File: src/rtl/obstacle_generator_if.sv
// Obstacle column stream between the generator and the game datapath.
// The generator (master) drives columns; the datapath (slave) drives the scroll tick.
`timescale 1ns/1ps
interface obstacle_generator_if;
  logic       advance;
  logic [6:0] col;
  logic       col_is_pipe;
  logic [9:0] pipes_emitted;

  modport master (
    input  advance,
    output col,
    output col_is_pipe,
    output pipes_emitted
  );

  modport slave (
    output advance,
    input  col,
    input  col_is_pipe,
    input  pipes_emitted
  );
endinterface

File: src/rtl/obstacle_generator.sv
// Endless seedable obstacle column generator: empty gaps separated by pipes whose
// gap-bottom height comes from a 16-bit Galois LFSR, range-folded and slew-limited.
`timescale 1ns/1ps
module obstacle_generator #(
  parameter int unsigned MIN_H    = 10,
  parameter int unsigned MAX_H    = 50,
  parameter int unsigned MAX_STEP = 12,
  parameter logic [15:0] SEED     = 16'hACE1
) (
  input  logic                        clk,
  input  logic                        resetn,
  input  logic                        start,
  input  logic [2:0]                  spacing,
  input  logic [15:0]                 seed_in,
  input  logic                        seed_load,
  obstacle_generator_if.master        obs
);

  localparam int unsigned SPAN = MAX_H - MIN_H;
  localparam int unsigned R    = SPAN + 1;
  localparam int unsigned MID  = (MIN_H + MAX_H) / 2;
  localparam logic [15:0] SEED_SAFE = (SEED == 16'h0000) ? 16'h0001 : SEED;

  typedef enum logic [1:0] {
    S_INIT,
    S_GAP,
    S_PIPE
  } state_t;

  state_t      state;
  logic [15:0] lfsr;
  logic [6:0]  prev;
  logic [2:0]  gap_cnt;
  logic [2:0]  sp_eff;
  logic [6:0]  off;
  logic [7:0]  cand;
  logic [7:0]  prev8;
  logic [6:0]  height;

  function automatic logic [15:0] lfsr_step(input logic [15:0] v);
    return v[0] ? ((v >> 1) ^ 16'hB400) : (v >> 1);
  endfunction

  always_comb begin
    sp_eff = (spacing == 3'd0) ? 3'd1 : spacing;
  end

  // Fold the 6-bit draw into [0, SPAN], then clamp toward the last pipe so the
  // bird can always reach the next gap; 8-bit compares keep prev-MAX_STEP safe.
  always_comb begin
    off = {1'b0, lfsr[5:0]};
    if (off > 7'(SPAN))
      off = off - 7'(R);
    cand  = 8'(MIN_H) + {1'b0, off};
    prev8 = {1'b0, prev};
    if (cand > prev8 + 8'(MAX_STEP))
      height = 7'(prev8 + 8'(MAX_STEP));
    else if (cand + 8'(MAX_STEP) < prev8)
      height = 7'(prev8 - 8'(MAX_STEP));
    else
      height = 7'(cand);
  end

  always_ff @(posedge clk) begin
    if (!resetn) begin
      state             <= S_INIT;
      lfsr              <= SEED_SAFE;
      prev              <= 7'(MID);
      gap_cnt           <= sp_eff;
      obs.col           <= '0;
      obs.col_is_pipe   <= 1'b0;
      obs.pipes_emitted <= '0;
    end else if (start) begin
      state             <= S_INIT;
      prev              <= 7'(MID);
      gap_cnt           <= sp_eff;
      obs.col           <= '0;
      obs.col_is_pipe   <= 1'b0;
      obs.pipes_emitted <= '0;
      if (seed_load)
        lfsr <= (seed_in == 16'h0000) ? 16'h0001 : seed_in;
    end else begin
      case (state)
        S_INIT: state <= S_GAP;
        S_GAP: begin
          if (obs.advance) begin
            obs.col         <= '0;
            obs.col_is_pipe <= 1'b0;
            gap_cnt         <= gap_cnt - 3'd1;
            if (gap_cnt == 3'd1)
              state <= S_PIPE;
          end
        end
        S_PIPE: begin
          if (obs.advance) begin
            obs.col         <= height;
            obs.col_is_pipe <= 1'b1;
            prev            <= height;
            lfsr            <= lfsr_step(lfsr);
            if (obs.pipes_emitted != '1)
              obs.pipes_emitted <= obs.pipes_emitted + 10'd1;
            gap_cnt         <= sp_eff;
            state           <= S_GAP;
          end
        end
        default: state <= S_INIT;
      endcase
    end
  end

endmodule

File: src/flat_wrapper.sv
// flat-port wrapper written by rule: the top's interface ports become plain ports
module obstacle_generator_flat 
#(
  parameter int unsigned MIN_H    = 10,
  parameter int unsigned MAX_H    = 50,
  parameter int unsigned MAX_STEP = 12,
  parameter logic [15:0] SEED     = 16'hACE1
)
  (clk, resetn, start, spacing, seed_in, seed_load, obs_advance, obs_col, obs_col_is_pipe, obs_pipes_emitted);
  obstacle_generator_if obs_i ();
  input  logic clk;
  input  logic resetn;
  input  logic start;
  input  logic [2:0] spacing;
  input  logic [15:0] seed_in;
  input  logic seed_load;
  input wire logic [$bits(obs_i.advance)-1:0] obs_advance;
  output wire logic [$bits(obs_i.col)-1:0] obs_col;
  output wire logic [$bits(obs_i.col_is_pipe)-1:0] obs_col_is_pipe;
  output wire logic [$bits(obs_i.pipes_emitted)-1:0] obs_pipes_emitted;
  assign obs_i.advance = obs_advance;
  assign obs_col = obs_i.col;
  assign obs_col_is_pipe = obs_i.col_is_pipe;
  assign obs_pipes_emitted = obs_i.pipes_emitted;
  obstacle_generator #(.MIN_H(MIN_H), .MAX_H(MAX_H), .MAX_STEP(MAX_STEP), .SEED(SEED)) u_core (.clk(clk), .resetn(resetn), .start(start), .spacing(spacing), .seed_in(seed_in), .seed_load(seed_load), .obs(obs_i));
endmodule
File: config.mk
export PLATFORM = sky130hd
export DESIGN_NAME = obstacle_generator_flat
export DESIGN_NICKNAME = d
export VERILOG_FILES = /design/src/rtl/obstacle_generator_if.sv /design/src/rtl/obstacle_generator.sv /design/src/flat_wrapper.sv
export SDC_FILE = /design/constraint.sdc
export NUM_CORES = 1
export LEC_CHECK = 0
export BUFFER_PORTS_ARGS = -buffer_cell sky130_fd_sc_hd__buf_2
export CORE_ASPECT_RATIO = 0.8
export CORE_MARGIN = 2
export CORE_UTILIZATION = 50
export DETAILED_ROUTE_END_ITERATION = 16
export GPL_TIMING_DRIVEN = 0
export PLACE_DENSITY = 0.8
export SYNTH_ARGS = -nofsm -noshare
export SYNTH_HDL_FRONTEND = slang
export SYNTH_SLANG_ARGS = --single-unit
File: constraint.sdc
create_clock -name clk -period 7.05 [get_ports clk]
set_input_delay 1.41 -clock clk [delete_from_list [all_inputs] [get_ports clk]]
set_output_delay 1.41 -clock clk [all_outputs]
set_load 0.02 [all_outputs]
## Word level (Yosys, flattened, before mapping)

Index checks and enable logic that the tools add are counted.

| cells by class | value |
|---|---|
| eq/ne operators | 11 |
| reduce and logical (&&, ||, !) cells | 13 |
| shift operators | 0 |
| multiply operators | 0 |
| multiplexer cells | 25 |
| add/sub/neg operators | 7 |
| magnitude comparators | 3 |
| divide/modulo/power cells | 0 |
| bitwise operators | 2 |

Operator list:

| cell | count |
|---|---|
| $mux W16 | 6 |
| $mux W7 | 5 |
| $logic_not A16 Y1 | 1 |
| $mux W3 | 5 |
| $reduce_and A3 Y1 | 5 |
| $pmux W7 S2 | 1 |
| $add A10 B1 Y10 const B | 1 |
| $ne A10 B10 Y1 const B | 1 |
| $add A4 B7 Y8 const A | 1 |
| $add A7 B4 Y8 const B | 1 |
| $add A8 B4 Y8 const B | 1 |
| $gt A8 B8 Y1 | 1 |
| $lt A8 B7 Y1 | 1 |
| $ne A4 B4 Y1 const B | 2 |
| $sub A6 B6 Y7 const B | 1 |
| $sub A7 B4 Y7 const B | 1 |
| $gt A6 B6 Y1 const B | 1 |
| $mux W2 | 3 |
| $pmux W2 S3 | 1 |
| $pmux W3 S2 | 1 |
| $reduce_bool A2 Y1 | 3 |
| $ne A2 B1 Y1 const B | 2 |
| $ne A2 B2 Y1 const B | 2 |
| $ne A4 B1 Y1 const B | 1 |
| other kinds (12) | 13 |

| storage, ports and cells | value |
|---|---|
| bits in latches | 0 |
| word-level logic and storage cells | 68 |
| memory bits (writable) | 0 |
| memory bits (read-only) | 0 |
| input port bits | 24 |
| register bits | 46 |
| output and inout bits | 18 |
| memories | 0 |

## Logic depth before layout (Yosys ltp)

Gate-level depths: netlist of the first run.

| logic depth | value |
|---|---|
| depth in word-level cells | 9 |
| gate-level depth with buffers | 25 |
| depth with buffers taken out | 23 |

## Worst setup path before layout of the first run

OpenSTA, ideal clock, no wires.

| path | value |
|---|---|
| path type | reg2reg |
| from | reg u_core.lfsr[0] |
| to | reg u_core.prev[3] |
| period minus slack after synthesis | 4336 ps |
| arrival time | 4204 ps |
| path slack | 2714 ps |
| data required time | 6918 ps |
| buffers on the path | 2 |
| setup time | 132 ps |
| stages on the path, launching flop included | 25 |
| cell sequence | dfxtp_1 -> buf_6 -> inv_1 -> ha_1 -> nor3b_1 -> nor2_1 -> o21ai_0 -> inv_1 -> ha_1 -> xnor2_1 -> xor2_1 -> inv_1 -> ha_1 -> nor2_1 -> nand2_1 -> xor2_1 -> ha_1 -> o21ai_0 -> nor2_1 -> o41ai_1 -> and2_1 -> clkbuf_1 -> nand2_1 -> o311ai_0 -> o21ai_0 |

| between the ends | value |
|---|---|
| longest elaborated chain between the ends | 7 |
| elaborated cells on any way between the ends | 9 |
| those cells by class | add/sub: 3; order compare: 3; mux: 3 |

RTL lines:

| what | RTL line | RTL |
|---|---|---|
| start, declared | obstacle_generator.sv:31 | `logic [15:0] lfsr;` |
| start signal, assigned | obstacle_generator.sv:81 | `lfsr <= (seed_in == 16'h0000) ? 16'h0001 : seed_in;` |
| start signal, assigned | obstacle_generator.sv:99 | `lfsr <= lfsr_step(lfsr);` |
| $sub A6 B6 Y7 or $gt A6 B6 Y1 (tied branches) | obstacle_generator.sv:53, obstacle_generator.sv:52 |  |
| $mux W7 (*) | obstacle_generator.sv:52 | `if (off > 7'(SPAN))` |
| $add A4 B7 Y8 (*) | obstacle_generator.sv:54 | `cand = 8'(MIN_H) + {1'b0, off};` |
| $add A8 B4 Y8 | obstacle_generator.sv:58 | `else if (cand + 8'(MAX_STEP) < prev8)` |
| $lt A8 B7 Y1 | obstacle_generator.sv:58 |  |
| $mux W7 | obstacle_generator.sv:58 |  |
| $mux W7 (*) | obstacle_generator.sv:56 | `if (cand > prev8 + 8'(MAX_STEP))` |
| end signal, assigned | obstacle_generator.sv:68 | `prev <= 7'(MID);` |
| end signal, assigned | obstacle_generator.sv:75 | `prev <= 7'(MID);` |
| end signal, assigned | obstacle_generator.sv:98 | `prev <= height;` |
| end, declared | obstacle_generator.sv:32 | `logic [6:0] prev;` |

Mark *: on every way between the ends. The rest lies on a longest branch, timed or not.
A chain may end at the register's enable or synchronous reset.

## Worst setup path after layout of the first run

| path | value |
|---|---|
| from | reg u_core.lfsr[0] |
| to | reg u_core.obs.col[3] |

| between the ends | value |
|---|---|
| longest elaborated chain between the ends | 9 |
| elaborated cells on any way between the ends | 11 |
| those cells by class | add/sub: 3; order compare: 3; mux: 5 |

RTL lines:

| what | RTL line | RTL |
|---|---|---|
| $sub A6 B6 Y7 or $gt A6 B6 Y1 (tied branches) | obstacle_generator.sv:53, obstacle_generator.sv:52 |  |
| $mux W7 (*) | obstacle_generator.sv:52 |  |
| $add A4 B7 Y8 (*) | obstacle_generator.sv:54 |  |
| $add A8 B4 Y8 | obstacle_generator.sv:58 |  |
| $lt A8 B7 Y1 | obstacle_generator.sv:58 |  |
| $mux W7 | obstacle_generator.sv:58 |  |
| $mux W7 (*) | obstacle_generator.sv:56 |  |
| $mux W7 (*) | obstacle_generator.sv:95 | `if (obs.advance) begin` |
| $pmux W7 S2 (*) | obstacle_generator.sv:83 | `case (state)` |
| end signal, assigned | obstacle_generator.sv:96 | `obs.col <= height;` |
| end, declared | obstacle_generator_if.sv:12 | `output col,` |

Mark *: on every way between the ends. The rest lies on a longest branch, timed or not. The select of a mux whose other input is x is not followed.

==> out/results.tsv, run 1 <==
metric	value	unit
status	finished clean	
clk_pin_slew	0.09	ns
io_pins	42	
setup_viol	0	
synth-async-reset-ratio	0	%
p_leak	1.519	nW
wl_per_cell	14.46	um
powerDensity	200.4	mW/mm^2
crit_fanout	10	
pre_cts_slack	1.906	ns
path_cells	buf_6 -> inv_1 -> ha_1 -> nor3b_1 -> nor2_1 -> o21ai_0 -> inv_1 -> ha_1 -> xnor2_1 -> xor2_1 -> inv_1 -> ha_1 -> nor2_1 -> nand2_1 -> xor2_1 -> ha_1 -> o21ai_0 -> nor2_1 -> o41ai_1 -> and2_1 -> clkbuf_1 -> nand2_1 -> o311ai_0 -> o21ai_0	
fill_cells	559	
worst_pin_slew	0.7876	ns
mostFrequentLayoutCells	43 x dfxtp_1, 41 x buf_2, 34 x nand2_1, 33 x nor2_1, 25 x ha_1	
cp_slowest_cell	o21ai_0	
syn-num-nets	420	
clock_latency	0.30	ns
grt_pass1_wl	12200	um
gp_congestion	0.8954	
vias	2895	
grt_max_degree	16	
synth_cells	371	
worst_hold_slack	0.4535	ns
synthFlopType	dfxtp_1	
synth_edf_count	3	
slew_violations	0	
rsz0062_at_grt	no	
die_area	0.006840	sq mm
multi_input_area	0.001966	sq mm
firstDrtPassIters	4	
yosysUniqueCellTypes	58	
cts_buffer_depth	2	
min_path_type	flip-flop to flip-flop	
drc_errors	0	
final.setup.tns	0	ns
antenna_found_initial	0	
cts.hold.buffers_added	0	
die_h	74.38	um
hpwl	5396	um
crit_path_end_kind	flip-flop	
cts_buffers	5	
fin_skew	0.007325	ns
ys_seq_area_share	30.72	%
crit_buf_inv	5	
cts_tree	yes	
track_usage	21.79	%
finalWirelength	7216	um
nNetsFinal	466	
core	0.005943	sq mm
cpMostUsedCell	ha_1	
initial_core_util	52.08	%
hold_viol	0	
cts_setup_buffers	0	
ff_latch_area	950.9	sq um
grt.overflow.total	0	
ys_warn_count	0	
chipWidth	91.97	um
period_share	74.04	%
min_period	5.220	ns
grt_pass1_vias	2692	
rows	25	
cpLargestDelayFamily	compound AO/OA/AOI/OAI gates	
diodes	0	
worst-setup-path-type	flip-flop to flip-flop	
ctsResizeCount	0	
fin_util	58.97	%
avgSynthCellArea	8.344	sq um
critPathLaunchType	flip-flop	
area_growth	13.22	%
drt_iter0_drc	228	
viasPerCell	5.802	
power	702.4	uW
cts.sinks	46	
cp.arrival	5.39	ns
vdd_drop_max	0.1443	mV
relSlewSlack	46.80	%
numPortBuffers	39	
synth-seq-cells	46	
netlist_area	0.003095	sq mm
fmax	191.6	MHz
cts-htree-levels	2	
drive_above_1_share	14.83	%
cts_root_buf	clkbuf_8	
setup_ws	1.830	ns
final_common_cell	dfxtp_1	
crit_required	7.22	ns
ant_nets	0	
cap_violations	0	
cpPeakStageDelay	0.45	ns
-- worst reg2reg max path, delay by kind of cell, from the launching register on --
kind,cells,cell delay [ns]
AOI/OAI and AO/OA,5,1.19
and+or+nand+nor,7,1.17
adders and majority gates,4,0.96
buffers and inverters,5,0.81
xor gates and xnor gates,3,0.63
DFF,1,0.32
-- Yosys cell counts (all sizes together) (7+ instances only) --
| cell type | number | area [sq um] |
|---|---|---|
| dfxtp | 43 | 860.8 |
| clkbuf | 15 | 56.30 |
| ha | 25 | 312.8 |
| a21oi | 23 | 137.6 |
| xnor2 | 14 | 122.6 |
| o211ai | 8 | 60.06 |
| nand2 | 34 | 127.6 |
| a21o | 8 | 60.06 |
| nor3 | 8 | 40.04 |
| o21ai | 25 | 125.1 |
| inv | 22 | 82.58 |
| mux2i | 9 | 90.09 |
| a221oi | 7 | 61.31 |
| xor2 | 9 | 78.83 |
| nor2 | 33 | 123.9 |
-- registers in the layout, summed over array words and instances (netlist names) --
signal / count
u_core.obs.pipes_emitted: 10
u_core.lfsr: 16
u_core.obs.col: 7
u_core.gap_cnt: 3
u_core.obs.col_is_pipe: 1
u_core.state: 2
u_core.prev: 7
-- per-layer routing --
layer | track usage, % | wire length, um
met3 | 4.154 | 404
met5 | 0 | 0
met1 | 29.69 | 3447
met4 | 5.141 | 53
met2 | 36.44 | 3310
-- cell families after synthesis --
logic type	share of synthesized area (%)
AOI/OAI and AO/OA	25.26
xor gates and xnor gates	6.508
adders and majority gates	10.11
buffers and inverters	5.780
DFF	30.72
muxes	2.910
and+or+nand+nor	18.71
-- final cells by class --
cell class              count  area share (%)
inverters                  23           2.463
well taps                  81           2.892
multi-input cells         282           56.09
flip-flops and latches     46           27.13
plain buffers              20           2.642
clock inverters             3           1.250
clock buffers               5           1.964
repair buffers             39           5.569
-- power breakdown --
group / internal, mW / leakage (nW) / switching, mW
combinational: 0.0911 / 1.08 / 0.135
clock: 0.106 / 0.0585 / 0.0934
sequential: 0.271 / 0.380 / 0.00499
total: 0.469 / 1.52 / 0.234
-- worst paths after layout --
| kind | startpoint | to | slack (ns) | cells past startpoint |
|---|---|---|---|---|
| hold / removal | u_core.obs.col[6]$_SDFFE_PP0P_ | u_core.obs.col[6]$_SDFFE_PP0P_ | 0.45 | 1 |
| setup / recovery | u_core.lfsr[0]$_SDFFE_PN1P_ | u_core.obs.col[3]$_SDFFE_PP0P_ | 1.83 | 24 |
| setup reg to reg | u_core.lfsr[0]$_SDFFE_PN1P_ | u_core.obs.col[3]$_SDFFE_PP0P_ | 1.83 | 24 |
| hold reg to reg | u_core.obs.col[6]$_SDFFE_PP0P_ | u_core.obs.col[6]$_SDFFE_PP0P_ | 0.45 | 1 |
-- per-stage QoR --
stage               cells  cell area [sq um]
detailed placement    491               3392
floorplan             371               3095
finish                499               3505
CTS                   499               3505
global route          499               3505
global placement      491               3392
Power figures use the tool's default switching activity.
==> inputs of run 2 (changes only) <==
clock period = 5.19 ns   (was 7.05 ns; I/O delays follow)
==> out/results.tsv, run 2 (synthesized netlist as in run 1, its figures left out) <==
metric	value	unit
power.share.switching	33.30	%
met2_usage	36.44	%
numPortBuffers	39	
critPathLaunchType	flip-flop	
fmax	210.2	MHz
mostFrequentLayoutCells	43 x dfxtp_1, 41 x buf_2, 34 x nand2_1, 33 x nor2_1, 25 x ha_1	
chipWidth	91.97	um
crit_path_end_kind	flip-flop	
clock_latency	0.30	ns
firstDrtPassIters	5	
antenna_found_initial	0	
setup_viol	0	
met3_usage	4.154	%
cp.arrival	4.93	ns
min_path_type	flip-flop to flip-flop	
fill_cells	562	
fin_skew	0.008052	ns
rsz0062_at_grt	no	
ant_nets	0	
cap_violations	0	
crit_fanout	8	
final.setup.tns	0	ns
nNetsFinal	465	
clk_pin_slew	0.09	ns
track_usage	21.79	%
rows	25	
drt_iter0_drc	221	
status	finished clean	
cts.sinks	46	
relSlewSlack	45.86	%
finalWirelength	7193	um
grt_max_degree	16	
drive_above_1_share	15.35	%
area_growth	13.30	%
diodes	0	
vias	2892	
power	955.2	uW
cts_root_buf	clkbuf_8	
place_inst	491	
worst_pin_slew	0.8016	ns
wl_per_cell	14.44	um
crit_required	5.37	ns
die_area	0.006840	sq mm
p_int	637.2	uW
vdd_drop_max	0.1963	mV
die_h	74.38	um
busiest_layer	met2	
period_share	91.68	%
drc_errors	0	
reg_top3	u_core.lfsr x16, u_core.obs.pipes_emitted x10	
top_register	u_core.lfsr	
viasPerCell	5.807	
grt.overflow.total	0	
clkPwrFrac	28.5	%
cts-htree-levels	2	
core	0.005943	sq mm
final_common_cell	dfxtp_1	
initial_core_util	52.08	%
largest_reg_flops	16	
p_leak	1.522	nW
layoutNonFillerInstCount	498	
cts_tree	yes	
comb_power_share	32.3	%
slew_violations	0	
use_met1	29.69	%
hpwl	5396	um
power_frac_seq	39.3	%
grt_pass1_wl	12200	um
gp_congestion	0.8954	
hold_viol	0	
cts_buffer_depth	2	
powerDensity	272.4	mW/mm^2
min_period	4.758	ns
grt_pass1_vias	2692	
cts_buffers	5	
worst-setup-path-type	flip-flop to flip-flop	
p_switching	318.1	uW
worst_hold_slack	0.4535	ns
io_pins	42	
[run 2: cell types whose count changed in the layout (fill, tap and decap cells not counted)]
cell	previous run	this run
nor3b_2	0	1
nor3b_1	5	4
and2_2	1	2
o311ai_0	1	0
o311ai_1	0	1
o21ai_0	24	23
o21ai_1	1	2
clkbuf_1	15	14
and2_1	3	2
[run 2: repair_timing]
item                       CTS  global route
hold buffers                 0             0
buffers inserted             0             0
resized for setup            1             3
setup endpoints to repair    2            13
pin swaps                    0             0
[run 2: worst paths after layout]
check | slack (ns) | cells after the start | endpoint | from
min reg2reg | 0.45 | 1 | u_core.obs.col[6]$_SDFFE_PP0P_ | u_core.obs.col[6]$_SDFFE_PP0P_
min | 0.45 | 1 | u_core.obs.col[6]$_SDFFE_PP0P_ | u_core.obs.col[6]$_SDFFE_PP0P_
max | 0.43 | 23 | u_core.prev[1]$_SDFFE_PP1P_ | u_core.lfsr[1]$_SDFFE_PN0P_
max reg2reg | 0.43 | 23 | u_core.prev[1]$_SDFFE_PP1P_ | u_core.lfsr[1]$_SDFFE_PN0P_
[run 2: critical path: stages, from the launching register on]
cell and delay [ns]:
dfxtp_1 0.49, inv_1 0.13, ha_1 0.23, nor3b_2 0.18, nor2_1 0.36, nand2_1 0.11
o21ai_1 0.20, inv_1 0.08, ha_1 0.23, xnor2_1 0.17, xor2_1 0.28, inv_1 0.10
ha_1 0.24, nor2_1 0.11, nand2_1 0.07, xor2_1 0.18, ha_1 0.28, o21ai_0 0.07
nor2_1 0.10, o41ai_1 0.08, and2_2 0.26, a211oi_4 0.34, mux2i_1 0.27, nand2_1 0.07
[run 2: cell type report]
cell class | count | area, sq um | share of cell area (%)
timing repair buffer | 39 | 195.2 | 5.565
multi-input combinational | 282 | 1972 | 56.23
buffer | 19 | 88.84 | 2.533
sequential | 46 | 950.9 | 27.11
tap | 81 | 101.3 | 2.890
inverter | 23 | 86.33 | 2.462
clock inverter | 3 | 43.79 | 1.249
clock buffer | 5 | 68.82 | 1.962
[run 2: power by group through the flow]
stage	logic, mW	clock network, mW	registers [mW]
2_1_floorplan	0.241	0	0.382
3_3_place_gp	0.296	0	0.383
3_5_place_dp	0.304	0	0.383
4_1_cts	0.307	0.275	0.375
5_1_grt	0.346	0.290	0.376
6_report	0.308	0.272	0.375
[run 2: metrics by stage]
| step | util, % | setup WS [ns] | area [sq um] |
|---|---|---|---|
| finish | 59.01 | 0.4318 | 3507 |
| global route | 59.01 | 0.009239 | 3507 |
| CTS | 58.97 | 0.08752 | 3505 |
| detailed placement | 57.07 | 0.04571 | 3392 |
| global placement | 57.07 | 0.1615 | 3392 |
| floorplan | - | 0.8544 | 3095 |
[run 2: layer usage]
layer	up-vias	wire, um	part of all wire [%]
li1	1430	-	-
met1	1360	3384	47
met5	-	0	0
met3	10	449	6.2
met2	92	3294	46
met4	0	64	0.89
==> inputs of run 3 (changes only) <==
clock period = 4.39 ns   (was 5.19 ns; I/O delays follow)
==> out/results.tsv, run 3 (synthesized netlist as in run 1, its figures left out) <==
metric	value	unit
grt_max_degree	16	
p_leak	1.556	nW
cap_violations	0	
drc_errors	0	
gp_congestion	0.8954	
die_h	74.38	um
worst_hold_slack	0.4534	ns
cp_slowest_cell	a211oi_4	
crit_fanout	10	
hpwl	5396	um
p_int	776.5	uW
period_share	93.51	%
cts_buffers	5	
cts.sinks	46	
worst-setup-path-type	flip-flop to flip-flop	
dpl_cell_area	0.003392	sq mm
worst_pin_slew	0.7991	ns
grt_pass1_wl	12330	um
drt_iter0_drc	202	
cts-htree-levels	2	
die_area	0.006840	sq mm
firstDrtPassIters	5	
powerDensity	322.8	mW/mm^2
worstReg2RegStart	u_core.lfsr[0]$_SDFFE_PN1P_	
layoutNonFillerInstCount	504	
vias	2917	
nNetsFinal	471	
critPathLaunchType	flip-flop	
power_frac_seq	38.2	%
grt.overflow.total	0	
fin_util	60.51	%
ant_nets	0	
slew_violations	0	
antenna_found_initial	0	
vdd_drop_max	0.2315	mV
final_common_cell	dfxtp_1	
cts_root_buf	clkbuf_8	
cp.arrival	4.28	ns
wl_per_cell	14.36	um
cpPeakStageDelay	0.34	ns
clk_pin_slew	0.09	ns
top_register	u_core.lfsr	
initial_core_util	52.08	%
relSlewSlack	46.03	%
power	1.161	mW
status	finished clean	
drive_above_1_share	18.68	%
mostFrequentLayoutCells	42 x dfxtp_1, 41 x buf_2, 33 x nand2_1, 32 x nor2_1	
area_growth	16.17	%
chipWidth	91.97	um
power.share.switching	33.10	%
worstRegToRegCells	23	
cts_tree	yes	
largest_reg_flops	16	
diodes	0	
crit_required	4.56	ns
numPortBuffers	39	
clkPwrFrac	27.5	%
fmax	243.6	MHz
cp-endpoint	u_core.prev[1]$_SDFFE_PP1P_	
setup_viol	0	
min_period	4.105	ns
p_switching	384.2	uW
core	0.005943	sq mm
fin_skew	0.009525	ns
final.setup.tns	0	ns
crit_path_end_kind	flip-flop	
setup_ws	0.2851	ns
cts.hold.buffers_added	0	
io_pins	42	
track_usage	21.94	%
cts_buffer_depth	2	
grt_pass1_vias	2733	
reg2reg_to	u_core.prev[1]$_SDFFE_PP1P_	
clock_latency	0.30	ns
path_cells	buf_6 -> inv_2 -> ha_2 -> nor3b_4 -> nor2_4 -> o21ai_4 -> inv_1 -> ha_2 -> xnor2_1 -> xor2_1 -> inv_1 -> ha_1 -> nor2_1 -> nand2_1 -> xor2_1 -> ha_1 -> o21ai_0 -> nor2_1 -> o41ai_1 -> and2_4 -> a211oi_4 -> mux2i_1 -> nand2_1	
reg_top3	u_core.lfsr x16, u_core.obs.pipes_emitted x10	
final_area	0.003596	sq mm
r2r_slack	0.29	ns
viasPerCell	5.788	
rows	25	
finalWirelength	7238	um
place_inst	491	
critPathLaunch	u_core.lfsr[0]$_SDFFE_PN1P_	
comb_power_share	34.3	%
hold_viol	0	
min_path_type	flip-flop to flip-flop	
pre_cts_slack	-0.7543	ns
run 3: area by class of cell:
class | count | area [sq um]
Sequential cell | 46 | 952.2
Inverter | 23 | 86.33
Multi-Input combinational cell | 282 | 2013
Buffer | 19 | 90.09
Fill cell | 548 | 2347
Clock inverter | 3 | 43.79
Clock buffer | 5 | 68.82
Tap cell | 81 | 101.3
Timing Repair Buffer | 45 | 240.2
run 3: power by group through the flow:
| stage | Clock [mW] | Sequential, mW | Combinational [mW] |
|---|---|---|---|
| 2_1_floorplan | 0 | 0.451 | 0.285 |
| 3_3_place_gp | 0 | 0.453 | 0.349 |
| 3_5_place_dp | 0 | 0.453 | 0.360 |
| 4_1_cts | 0.326 | 0.443 | 0.370 |
| 5_1_grt | 0.340 | 0.445 | 0.443 |
| 6_report | 0.319 | 0.444 | 0.398 |
run 3: what timing repair did:
| action | CTS | global route |
|---|---|---|
| setup buffers | 3 | 3 |
| endpoints found under the setup margin | 14 | 14 |
| cloned | 0 | 0 |
| pin swaps | 1 | 5 |
| hold endpoints to repair | 0 | 0 |
| resized for setup | 6 | 12 |
run 3: critical path: cells and delay by family (launching register included):
family / cells / cell delay [ns]
xor+xnor: 3 / 0.58
buf+inv: 4 / 0.35
fa+ha+maj: 4 / 0.90
compound gates: 4 / 0.66
mux: 1 / 0.26
flops: 1 / 0.32
simple gates: 7 / 0.92
run 3: routing by layer:
metal,vias to the layer above,global-route usage (%),routed length (um)
li1,1440,-,-
met1,1375,29.69,3369
met2,94,37.66,3377
met3,8,3.242,432
met4,0,5.307,58
met5,-,0,0
run 3: worst min-delay path by stage:
stage | depth (start not counted) | from | to
global route | 1 | u_core.obs.col[6]$_SDFFE_PP0P_ | u_core.obs.col[6]$_SDFFE_PP0P_
finish | 1 | u_core.obs.col[6]$_SDFFE_PP0P_ | u_core.obs.col[6]$_SDFFE_PP0P_
detailed placement | 1 | u_core.obs.col[6]$_SDFFE_PP0P_ | u_core.obs.col[6]$_SDFFE_PP0P_
global placement | 1 | u_core.obs.col[6]$_SDFFE_PP0P_ | u_core.obs.col[6]$_SDFFE_PP0P_
floorplan | 2 | u_core.lfsr[6]$_SDFFE_PN1P_ | u_core.lfsr[6]$_SDFFE_PN1P_
CTS | 2 | u_core.obs.col[1]$_SDFFE_PP0P_ | u_core.obs.col[1]$_SDFFE_PP0P_
